File: config.mk
export PLATFORM = sky130hd
export DESIGN_NAME = aes_byte_stream_frontend
export DESIGN_NICKNAME = d
export VERILOG_FILES = /design/src/rtl/aes_byte_stream_frontend.sv
export SDC_FILE = /design/constraint.sdc
export NUM_CORES = 1
export LEC_CHECK = 0
export BUFFER_PORTS_ARGS = -buffer_cell sky130_fd_sc_hd__clkbuf_2
export CAP_MARGIN = 20
export CORE_MARGIN = 3
export CORE_UTILIZATION = 30
export DETAILED_ROUTE_END_ITERATION = 10
export PLACE_DENSITY = 0.55
export SYNTH_ARGS = -nofsm -noshare
export SYNTH_HDL_FRONTEND = slang
export SYNTH_SLANG_ARGS = --single-unit
File: constraint.sdc
create_clock -name CLK -period 2.8 [get_ports CLK]
set_input_delay 0.14 -clock CLK [delete_from_list [all_inputs] [get_ports CLK]]
set_output_delay 0.14 -clock CLK [all_outputs]
set_load 0.02 [all_outputs]
File: src/rtl/aes_byte_stream_frontend.sv
// Byte-serial front end for aes_256: shifts in key/plaintext bytes, waits the core latency,
// then streams the 16 ciphertext bytes back out MSB-first.
//
// state    | meaning
// IDLE     | waiting for the first byte of a frame
// LOAD_KEY | shifting in the 32 key bytes
// LOAD_MSG | shifting in the 16 plaintext bytes
// WAIT     | key/msg held on the core inputs until the ciphertext is valid
// SEND     | streaming the captured ciphertext out
module aes_byte_stream_frontend #(
   parameter int AES_LATENCY = 30
) (
   input  logic         CLK,
   input  logic         Reset,
   input  logic [7:0]   in_data,
   input  logic         in_valid,
   output logic         in_ready,
   input  logic         reuse_key,
   output logic [127:0] aes_msg,
   output logic [255:0] aes_key,
   input  logic [127:0] aes_ct,
   output logic [7:0]   out_data,
   output logic         out_valid,
   input  logic         out_ready,
   output logic         busy,
   output logic         key_loaded
);

   localparam int WW = (AES_LATENCY > 1) ? $clog2(AES_LATENCY) : 1;
   localparam logic [WW-1:0] WAIT_LOAD = WW'(AES_LATENCY - 1);

   typedef enum logic [2:0] {
      ST_IDLE,
      ST_LOAD_KEY,
      ST_LOAD_MSG,
      ST_WAIT,
      ST_SEND
   } state_t;

   state_t         state_q, state_d;
   logic [255:0]   key_q, key_d;
   logic [127:0]   msg_q, msg_d;
   logic [127:0]   ct_q, ct_d;
   logic [4:0]     byte_cnt_q, byte_cnt_d;
   logic [WW-1:0]  wait_cnt_q, wait_cnt_d;
   logic [3:0]     out_cnt_q, out_cnt_d;
   logic           key_loaded_q, key_loaded_d;
   logic           out_valid_q, out_valid_d;
   logic           in_fire, out_fire;

   assign in_ready   = (state_q == ST_IDLE) || (state_q == ST_LOAD_KEY) || (state_q == ST_LOAD_MSG);
   assign in_fire    = in_valid & in_ready;
   assign out_fire   = out_valid_q & out_ready;
   assign aes_msg    = msg_q;
   assign aes_key    = key_q;
   assign out_data   = ct_q[127:120];
   assign out_valid  = out_valid_q;
   assign busy       = (state_q != ST_IDLE);
   assign key_loaded = key_loaded_q;

   always_comb begin
      state_d      = state_q;
      key_d        = key_q;
      msg_d        = msg_q;
      ct_d         = ct_q;
      byte_cnt_d   = byte_cnt_q;
      wait_cnt_d   = wait_cnt_q;
      out_cnt_d    = out_cnt_q;
      key_loaded_d = key_loaded_q;
      case (state_q)
         ST_IDLE: begin
            if (in_fire) begin
               byte_cnt_d = 5'd1;
               // A reuse request without a held key falls back to a full key frame.
               if (reuse_key && key_loaded_q) begin
                  msg_d   = {msg_q[119:0], in_data};
                  state_d = ST_LOAD_MSG;
               end else begin
                  key_d        = {key_q[247:0], in_data};
                  key_loaded_d = 1'b0;
                  state_d      = ST_LOAD_KEY;
               end
            end
         end
         ST_LOAD_KEY: begin
            if (in_fire) begin
               key_d = {key_q[247:0], in_data};
               if (byte_cnt_q == 5'd31) begin
                  key_loaded_d = 1'b1;
                  byte_cnt_d   = 5'd0;
                  state_d      = ST_LOAD_MSG;
               end else begin
                  byte_cnt_d = byte_cnt_q + 5'd1;
               end
            end
         end
         ST_LOAD_MSG: begin
            if (in_fire) begin
               msg_d = {msg_q[119:0], in_data};
               if (byte_cnt_q == 5'd15) begin
                  byte_cnt_d = 5'd0;
                  wait_cnt_d = WAIT_LOAD;
                  state_d    = ST_WAIT;
               end else begin
                  byte_cnt_d = byte_cnt_q + 5'd1;
               end
            end
         end
         ST_WAIT: begin
            if (wait_cnt_q == '0) begin
               ct_d      = aes_ct;
               out_cnt_d = 4'd0;
               state_d   = ST_SEND;
            end else begin
               wait_cnt_d = wait_cnt_q - 1'b1;
            end
         end
         ST_SEND: begin
            if (out_fire) begin
               ct_d = {ct_q[119:0], 8'h00};
               if (out_cnt_q == 4'd15) begin
                  out_cnt_d = 4'd0;
                  state_d   = ST_IDLE;
               end else begin
                  out_cnt_d = out_cnt_q + 4'd1;
               end
            end
         end
         default: state_d = ST_IDLE;
      endcase
      out_valid_d = (state_d == ST_SEND);
   end

   always_ff @(posedge CLK) begin
      if (!Reset) begin
         state_q      <= ST_IDLE;
         key_q        <= '0;
         msg_q        <= '0;
         ct_q         <= '0;
         byte_cnt_q   <= '0;
         wait_cnt_q   <= '0;
         out_cnt_q    <= '0;
         key_loaded_q <= 1'b0;
         out_valid_q  <= 1'b0;
      end else begin
         state_q      <= state_d;
         key_q        <= key_d;
         msg_q        <= msg_d;
         ct_q         <= ct_d;
         byte_cnt_q   <= byte_cnt_d;
         wait_cnt_q   <= wait_cnt_d;
         out_cnt_q    <= out_cnt_d;
         key_loaded_q <= key_loaded_d;
         out_valid_q  <= out_valid_d;
      end
   end

endmodule

After elaboration in Yosys (flattened, before gate mapping)
Index checks and enable logic that the tools add are counted.
- logic and storage cells: 89
- bits in registers: 531
- reduce and logical (&&, ||, !) cells: 17
- muxes and demuxes: 40
- equality and inequality tests: 18
- add/subtract/negate cells: 3
- bitwise logic cells: 2
- operators with widths (operator ; number):
    $mux 256 ; 3
    $mux 128 ; 5
    $pmux 128 s2 ; 2
    $pmux 256 s2 ; 1
    $mux 5 ; 8
    $mux 3 ; 8
    $reduce_and 4->1 ; 4
    $pmux 3 s5 ; 1
    $pmux 5 s3 ; 1
    $ne 2x2->1 const B ; 7
    $mux 4 ; 3
    $pmux 5 s2 ; 1
    $pmux 4 s2 ; 1
    $reduce_bool 2->1 ; 4
    $eq 3x2->1 const B ; 2
    $eq 3x3->1 const B ; 2
    $ne 2x1->1 const B ; 3
    $reduce_bool 3->1 ; 2
    $add 5x1->5 const B ; 1
    $eq 5x4->1 const B ; 1
    $eq 5x5->1 const B ; 1
    $logic_not 5->1 ; 1
    $reduce_and 5->1 ; 1
    $sub 5x1->5 const B ; 1
    other kinds (11) ; 16

Longest topological paths before layout
Gate-level depths: netlist of run 1.
- depth after elaboration: 7
- depth in mapped cells: 9
- depth with buffers taken out: 8

Least setup slack after synthesis of run 1
OpenSTA, ideal clock, no wires.
- kind: reg-to-reg
- start: register byte_cnt_q[0]
- end: register byte_cnt_q[2]
- buffers on the path: 0
- slack: 0.848 ns
- period minus slack after synthesis: 1.952 ns
- arrival: 1.878 ns
- library setup time: 0.074 ns
- cell stages (with the launch flop): 8
- cell sequence: dfxtp_1 -> ha_1 -> and3_1 -> ha_1 -> or3b_2 -> a21oi_1 -> nand4b_1 -> a31oi_1
- longest elaborated chain between the ends: 4
- RTL lines (element ; line ; text):
    from (decl) ; 44 ; logic [4:0] byte_cnt_q, byte_cnt_d;
    from (signal assigned) ; 150 ; byte_cnt_q <= byte_cnt_d;
    $add 5x1->5 (tied with other cells) ; 93, 105 ;
    $mux 5 (on tied branches) ; 100, 88 ;
    $mux 5 (on tied branches) ; 98, 86 ;
    $pmux 5 s3 * ; 70 ; case (state_q)
Every way passes the cells marked *; elsewhere a longest branch is shown, timed or not. The select of a mux whose other input is x is not followed.
A chain may end at the register's enable or synchronous reset.

Worst setup path in the final report of run 1
- start: register state_q[2]
- end: register ct_q[108]
- longest elaborated chain between the ends: 3
- RTL lines (element ; line ; text):
    from (decl) ; 40 ; state_t state_q, state_d;
    from (signal assigned) ; 146 ; state_q <= state_d;
    $eq 3x2->1 or $eq 3x3->1 (tied branches) ; 70 ;
    $ne 2x2->1 (no source line) or $reduce_bool 2->1 (tied branches) ; n/a ;
    $reduce_and 3->1 (no source line) ; n/a ;
    to (signal assigned) ; 149 ; ct_q <= ct_d;
    to (decl) ; 43 ; logic [127:0] ct_q, ct_d;
Parallel ways exist; a longest one is shown, timed or not.

==> results of run 1 <==
## what timing repair did
item	CTS	global route
setup endpoints to repair	0	0
resized for setup	0	0
hold buffers	139	0
hold endpoints to repair	152	0
## cell families (layout without fill, tap and decap cells)
kind of cell | count (synthesis) | count (layout) | synth area share, %
XOR/XNOR | 4 | 4 | 0.174
multiplexers | 121 | 121 | 6.03
buffers and inverters | 205 | 827 | 5.02
adder cells (fa/ha/maj) | 7 | 7 | 0.436
other | 0 | 1 | 0
AND/OR/NAND/NOR | 951 | 951 | 18.4
AO/OA/AOI/OAI | 550 | 550 | 17.0
flip-flops | 531 | 531 | 52.9
## flip-flops by register name, summed over array words and instances, names as in the netlist
signal	count
aes_key	256
aes_msg	128
ct_q	128
byte_cnt_q	5
wait_cnt_q	5
out_cnt_q	4
state_q	3
key_loaded	1
out_valid	1
## per-layer routing
metal	GRT usage [%]	wire [µm]	vias up
met5	0	20	-
met2	27.4	28800	468
li1	-	-	9037
met3	5.67	5040	112
met4	5.63	1950	2
met1	21.6	27400	8130
## placed cells by master, fill, tap and decap left out, types with 11 or more instances in the layout
| master | netlist | routed |
|---|---|---|
| clkinv_2 | 0 | 13 |
| buf_4 | 15 | 19 |
| clkbuf_1 | 84 | 11 |
| dfxtp_1 | 531 | 531 |
| clkbuf_8 | 0 | 13 |
| a211oi_2 | 61 | 60 |
| clkbuf_16 | 0 | 58 |
| nor2_1 | 135 | 135 |
| buf_12 | 0 | 19 |
| nand2_1 | 779 | 779 |
| mux2i_1 | 121 | 121 |
| dlygate4sd3_1 | 0 | 139 |
| a21oi_1 | 402 | 402 |
| a211oi_1 | 61 | 61 |
| clkbuf_2 | 0 | 536 |
## power by group
part | internal, µW | switching, µW | leakage [µW]
combinational | 425 | 705 | 0.00469
clock | 4530 | 3220 | 0.000962
sequential | 7630 | 58.4 | 0.00428
total | 12600 | 3980 | 0.00993
## stage by stage
stage          instance area (µm²)  setup WS [ps]  total power [µW]
3_5_place_dp                 23500            539              8830
2_1_floorplan                20100            848              8480
6_report                     26800            498             16600
3_3_place_gp                 23500            520              8830
5_1_grt                      26800            301             17200
4_1_cts                      26800            489             16800
## path summary, 6_finish.rpt
path / endpoint / startpoint / slack (ps)
max: ct_q[108] / state_q[2] / 500
min: state_q[1] / reuse_key / 90
min reg2reg: aes_key[162] / aes_key[154] / 450
max reg2reg: ct_q[108] / state_q[2] / 500
## critical path: stages (launching register included)
cell	delay, ps
dfxtp_1	570
nor3b_4	470
a32o_4	400
buf_12	370
nor2_1	110
a211oi_2	210
## area by class of cell
class                           count  area (µm²)  share of cell area, %
Sequential cell                   531       10600                   39.7
Multi-Input combinational cell   1633        8510                   31.8
Timing Repair Buffer              713        4600                   17.2
Clock buffer                       82        1670                   6.24
Tap cell                          864        1080                   4.03
Clock inverter                     24         267                  0.995
Inverter                            8        37.5                  0.140
Antenna cell                        1        2.50                0.00934
==> results_dict.tcl, run 1 <==
set metrics [dict create \
    die_area_um2 70100 \
    nFillCells 6749 \
    die_x_um 265 \
    nets 3093 \
    synth_top_area_share_pct 52.9 \
    drtAntennaViolNets 0 \
    path_max_fanout 86 \
    finalHoldViolCount 0 \
    slew_headroom_pct 36.4 \
    post-place-cells 3610 \
    ys.flop_type "dfxtp_1" \
    post_drt_via_cell_ratio 4.60 \
    worst_pin_slew_ps 950 \
    finalMaxSlewViolations 0 \
    clkLatencyLatePin_ps 610 \
    final-setup-viol-count 0 \
    arrival_ps 2800 \
    post-route-min-period_ps 2300 \
    yosysMostFrequentCell "nand2_1" \
    max_freq_mhz 434 \
    grt_setup_unrepaired "false" \
    power_density_nw_per_um2 619 \
    hold_class "in2reg" \
    rr_worst_depth 5 \
    track_usage_pct 17.0 \
    ys_top_cells_by_count "779 x nand2_1, 531 x dfxtp_1, 402 x a21oi_1" \
    synth_seq_cells 531 \
    syn2layout_area_growth_pct 33.3 \
    fin_util_pct 40.5 \
    route.detailed.drc 0 \
    drv_cap 0 \
    synth-edff-count 0 \
    synth_cells 2369 \
    drive_above_1_share_pct 24.8 \
    syn_nets 2517 \
    antenna_found_initial 2 \
    cts_tree "done" \
    grt_pass1_wl_um 97400 \
    worst_ir_drop_vdd_mv 0.556 \
    wl_um 63200 \
    post_synth_num_cell_types 47 \
    grt_overflow 0 \
    start_util_pct 30.4 \
    setup_tns_ps 0 \
    port_buffers 536 \
    cts_buffer_depth 3 \
    drtPass1Iterations 5 \
    cts_root_buf "clkbuf_16" \
    critPathLaunchType "register" \
    synthTopCellsByArea "dfxtp_1 53%, nand2_1 15%, a21oi_1 10%, mux2i_1 6.0%, a211oi_2 3.8%" \
    critical_path.endpoint_type "register" \
    cts_buffers 58 \
    period_share_pct 82.2 \
    cts_setup_buffers 0 \
    grt_max_degree 97 \
    leakage_uw 0.00993 \
    worst-setup-path-type "reg2reg" \
    num_vias 17700 \
    yosysWarnings 0 \
    ys_seq_area_share_pct 52.9 \
    core_area_um2 66100 \
    hpwlAfterDp_um 42700 \
    die_height_um 265 \
    netlist_area_um2 20100 \
    post_drt_wl_per_cell_um 16.4 \
    fp-row-count 94 \
    first_global_vias 16900 \
    syn_area_per_cell_um2 8.48 \
    clk_pin_slew_ps 60 \
    async_reset_ff_share_pct 0 \
    fin_skew_ps 34.8 \
    htreeDepth 2 \
    gp_congestion 0.791 \
    initialDrtViolationCount 1316 \
    hold_depth 4 \
    io_pins 537 \
    clock_sinks 531 \
    crit_required_ps 3300 \
    synth_top_area_cell "dfxtp_1" \
    fin_cells 3856 \
    outcome "finished clean" \
    whs_ps 87.8 \
]
No activity file was read; power rests on OpenSTA's default activity.
==> run 2: changes to the inputs <==
- ABC_AREA: unset -> 1
- clock period: 2.8 -> 2.3 ns (I/O delays scaled with it)
==> run 2 against run 1 <==
Clock skew down 2.7 ps. Register-to-register slack worse by 170 ps. Clock-buffer cell count up 3. Sequential power rose by 27%. Clock power increased by 30%. Setup slack lost 170 ps. Critical path depth up 2. Die area rose by 5.8%. Cell count rose by 17%. Flip-flop and latch count stayed put. Highest routed layer is now met4.
==> results_dict.tcl, run 2 <==
set metrics [dict create \
    cp.depth 7 \
    crit_chain "nor2_4, nand4_1, nand2_4, buf_12, nand3b_1, nand2_1, nor2_1" \
    ys.flop_type "dfxtp_1" \
    critical_path.endpoint_type "register" \
    drv_cap 0 \
    layout_commonest_cell "nor2_1" \
    syn_area_per_cell_um2 7.22 \
    max_freq_mhz 507 \
    cts_tree "done" \
    reg2reg_slack_ps 330 \
    gp_congestion 0.814 \
    route.detailed.drc 0 \
    grt_overflow 0 \
    clock_sinks 531 \
    worst_pin_slew_ps 1040 \
    critPathBufInv 1 \
    leakage_uw 0.0132 \
    post_drt_via_cell_ratio 4.50 \
    syn_nets 3095 \
    fin_cells 4497 \
    port_buffers 536 \
    worst_slack_ps 329 \
    post_synth_num_cell_types 26 \
    worst-setup-path-type "reg2reg" \
    wl_um 69700 \
    io_pins 537 \
    synth-edff-count 0 \
    drtAntennaViolNets 0 \
    post-place-cells 4244 \
    grt_setup_unrepaired "false" \
    holdPathEnd "ct_q[4]" \
    die_height_um 272 \
    place_ws_ps 296 \
    yosysWarnings 0 \
    first_global_vias 19100 \
    drtPass1Iterations 5 \
    yosysMostFrequentCell "nor2_1" \
    post-route-min-period_ps 1970 \
    core_area_um2 70100 \
    synth_cells 2947 \
    htreeDepth 2 \
    critPathLaunchType "register" \
    start_util_pct 30.3 \
    syn2layout_area_growth_pct 32.8 \
    worst_ir_drop_vdd_mv 0.546 \
    power_density_nw_per_um2 779 \
    crit_required_ps 2830 \
    num_vias 20200 \
    synthTopCellsByArea "dfxtp_1 50%, nor2_1 16%, nand2_1 9.7%, o21ai_0 8.8%, nand3b_1 4.6%" \
    finalMaxSlewViolations 0 \
    path_max_fanout 43 \
    rr_worst_depth 7 \
    layout_common_cells "902 x nor2_1, 550 x nand2_1, 534 x clkbuf_2" \
    cts_buffers 60 \
    synth_seq_cells 531 \
    post_drt_wl_per_cell_um 15.5 \
    period_share_pct 85.7 \
    setup_tns_ps 0 \
    grt_pass1_wl_um 108000 \
    ys_seq_area_share_pct 49.9 \
    finalPower_uw 22000 \
    hpwlAfterDp_um 45800 \
    cts_root_buf "clkbuf_16" \
    reg2reg_from "state_q[1]" \
    slew_headroom_pct 30.5 \
    track_usage_pct 17.9 \
    nFillCells 7375 \
    outcome "finished clean" \
    path_delay_family "simple AND/OR/NAND/NOR gates" \
    finalHoldViolCount 0 \
    synth_top_area_cell "dfxtp_1" \
    cts_buffer_depth 3 \
    hold_depth 4 \
    netlist_area_um2 21300 \
    fin_util_pct 40.3 \
    fin_skew_ps 32.1 \
    clkLatencyLatePin_ps 630 \
    ys_top_cells_by_count "902 x nor2_1, 552 x nand2_1, 531 x dfxtp_1" \
    nets 3654 \
    synth_top_area_share_pct 49.9 \
    max_stage_delay_ps 430 \
    arrival_ps 2500 \
    worstReg2RegEnd "aes_msg[38]" \
    cp_slowest_cell "nand2_4" \
    fp-row-count 97 \
    die_x_um 272 \
    die_area_um2 74200 \
    async_reset_ff_share_pct 0 \
    drive_above_1_share_pct 19.8 \
    grt_max_degree 235 \
    antenna_found_initial 3 \
    worstHoldStart "aes_ct[4]" \
    initialDrtViolationCount 1344 \
    final-setup-viol-count 0 \
    hold_class "in2reg" \
    clk_pin_slew_ps 60 \
    largest_reg_flops 256 \
]
[run 2: changes by cell type in the layout (fill, tap and decap cells not counted), moves of 9 or more]
cell,change
nor2_1,+767
nand2_1,-229
a211oi_1,-61
a21oi_1,-253
a211oi_2,-60
buf_4,+9
a22oi_1,-9
o21ai_0,+368
mux2i_1,-121
inv_1,+20
nand3b_1,+128
[run 2: cell type report]
class	instances	area [µm²]	share of cell area, %
Sequential cell	531	10600	37.6
Tap cell	940	1180	4.16
Clock inverter	26	375	1.33
Inverter	31	128	0.451
Timing Repair Buffer	730	4830	17.1
Antenna cell	2	5.00	0.0177
Clock buffer	85	1740	6.14
Multi-Input combinational cell	2152	9400	33.2
[run 2: cells by family (layout without fill, tap and decap cells)]
group	after synthesis	in the layout	share of synthesized area, %
flops	531	531	49.9
other cells	0	2	0
xor+xnor	2	2	0.0823
simple gates	1614	1614	31.1
fa+ha+maj	7	7	0.411
buf+inv	264	872	6.06
compound gates	529	529	12.4
[run 2: tightest hold or removal path: cells and delay by family]
| kind | cells | cell delay [ps] |
|---|---|---|
| and+or+nand+nor | 1 | 50 |
| AOI/OAI and AO/OA | 1 | 50 |
| buffers and inverters | 2 | 630 |
[run 2: how the worst max path moves through the flow]
stage	endpoint	startpoint
final	aes_msg[38]	state_q[1]
after global routing	aes_msg[124]	state_q[1]
after CTS	aes_msg[99]	state_q[1]
after detailed placement	aes_msg[14]	state_q[1]
after global placement	aes_msg[14]	state_q[1]
after floorplan	wait_cnt_q[0]	byte_cnt_q[0]
[run 2: through the flow]
step                area [µm²]  hold WS [ps]
CTS                      28300           238
finish                   28300           282
global placement         24800           361
floorplan                21300           264
detailed placement       24800           362
global route             28300           259
[run 2: repair_timing]
action,in CTS,in global routing
hold buffers,140,0
buffers inserted,0,0
resized for setup,0,0
hold endpoints to repair,180,0
[run 2: power by group]
| part | total [µW] | leakage (µW) | internal, µW | switching, µW |
|---|---|---|---|---|
| Clock | 10100 | 0.00104 | 6060 | 4070 |
| Sequential | 9780 | 0.00433 | 9510 | 271 |
| Combinational | 2110 | 0.00781 | 779 | 1330 |
[run 2: per-layer routing]
metal	vias up	global-route usage (%)	part of all wire, %
met2	485	29.5	46
met1	9131	22.3	44
met4	0	5.54	2.9
li1	10500	-	-
met3	104	5.44	7.3
met5	-	0	0
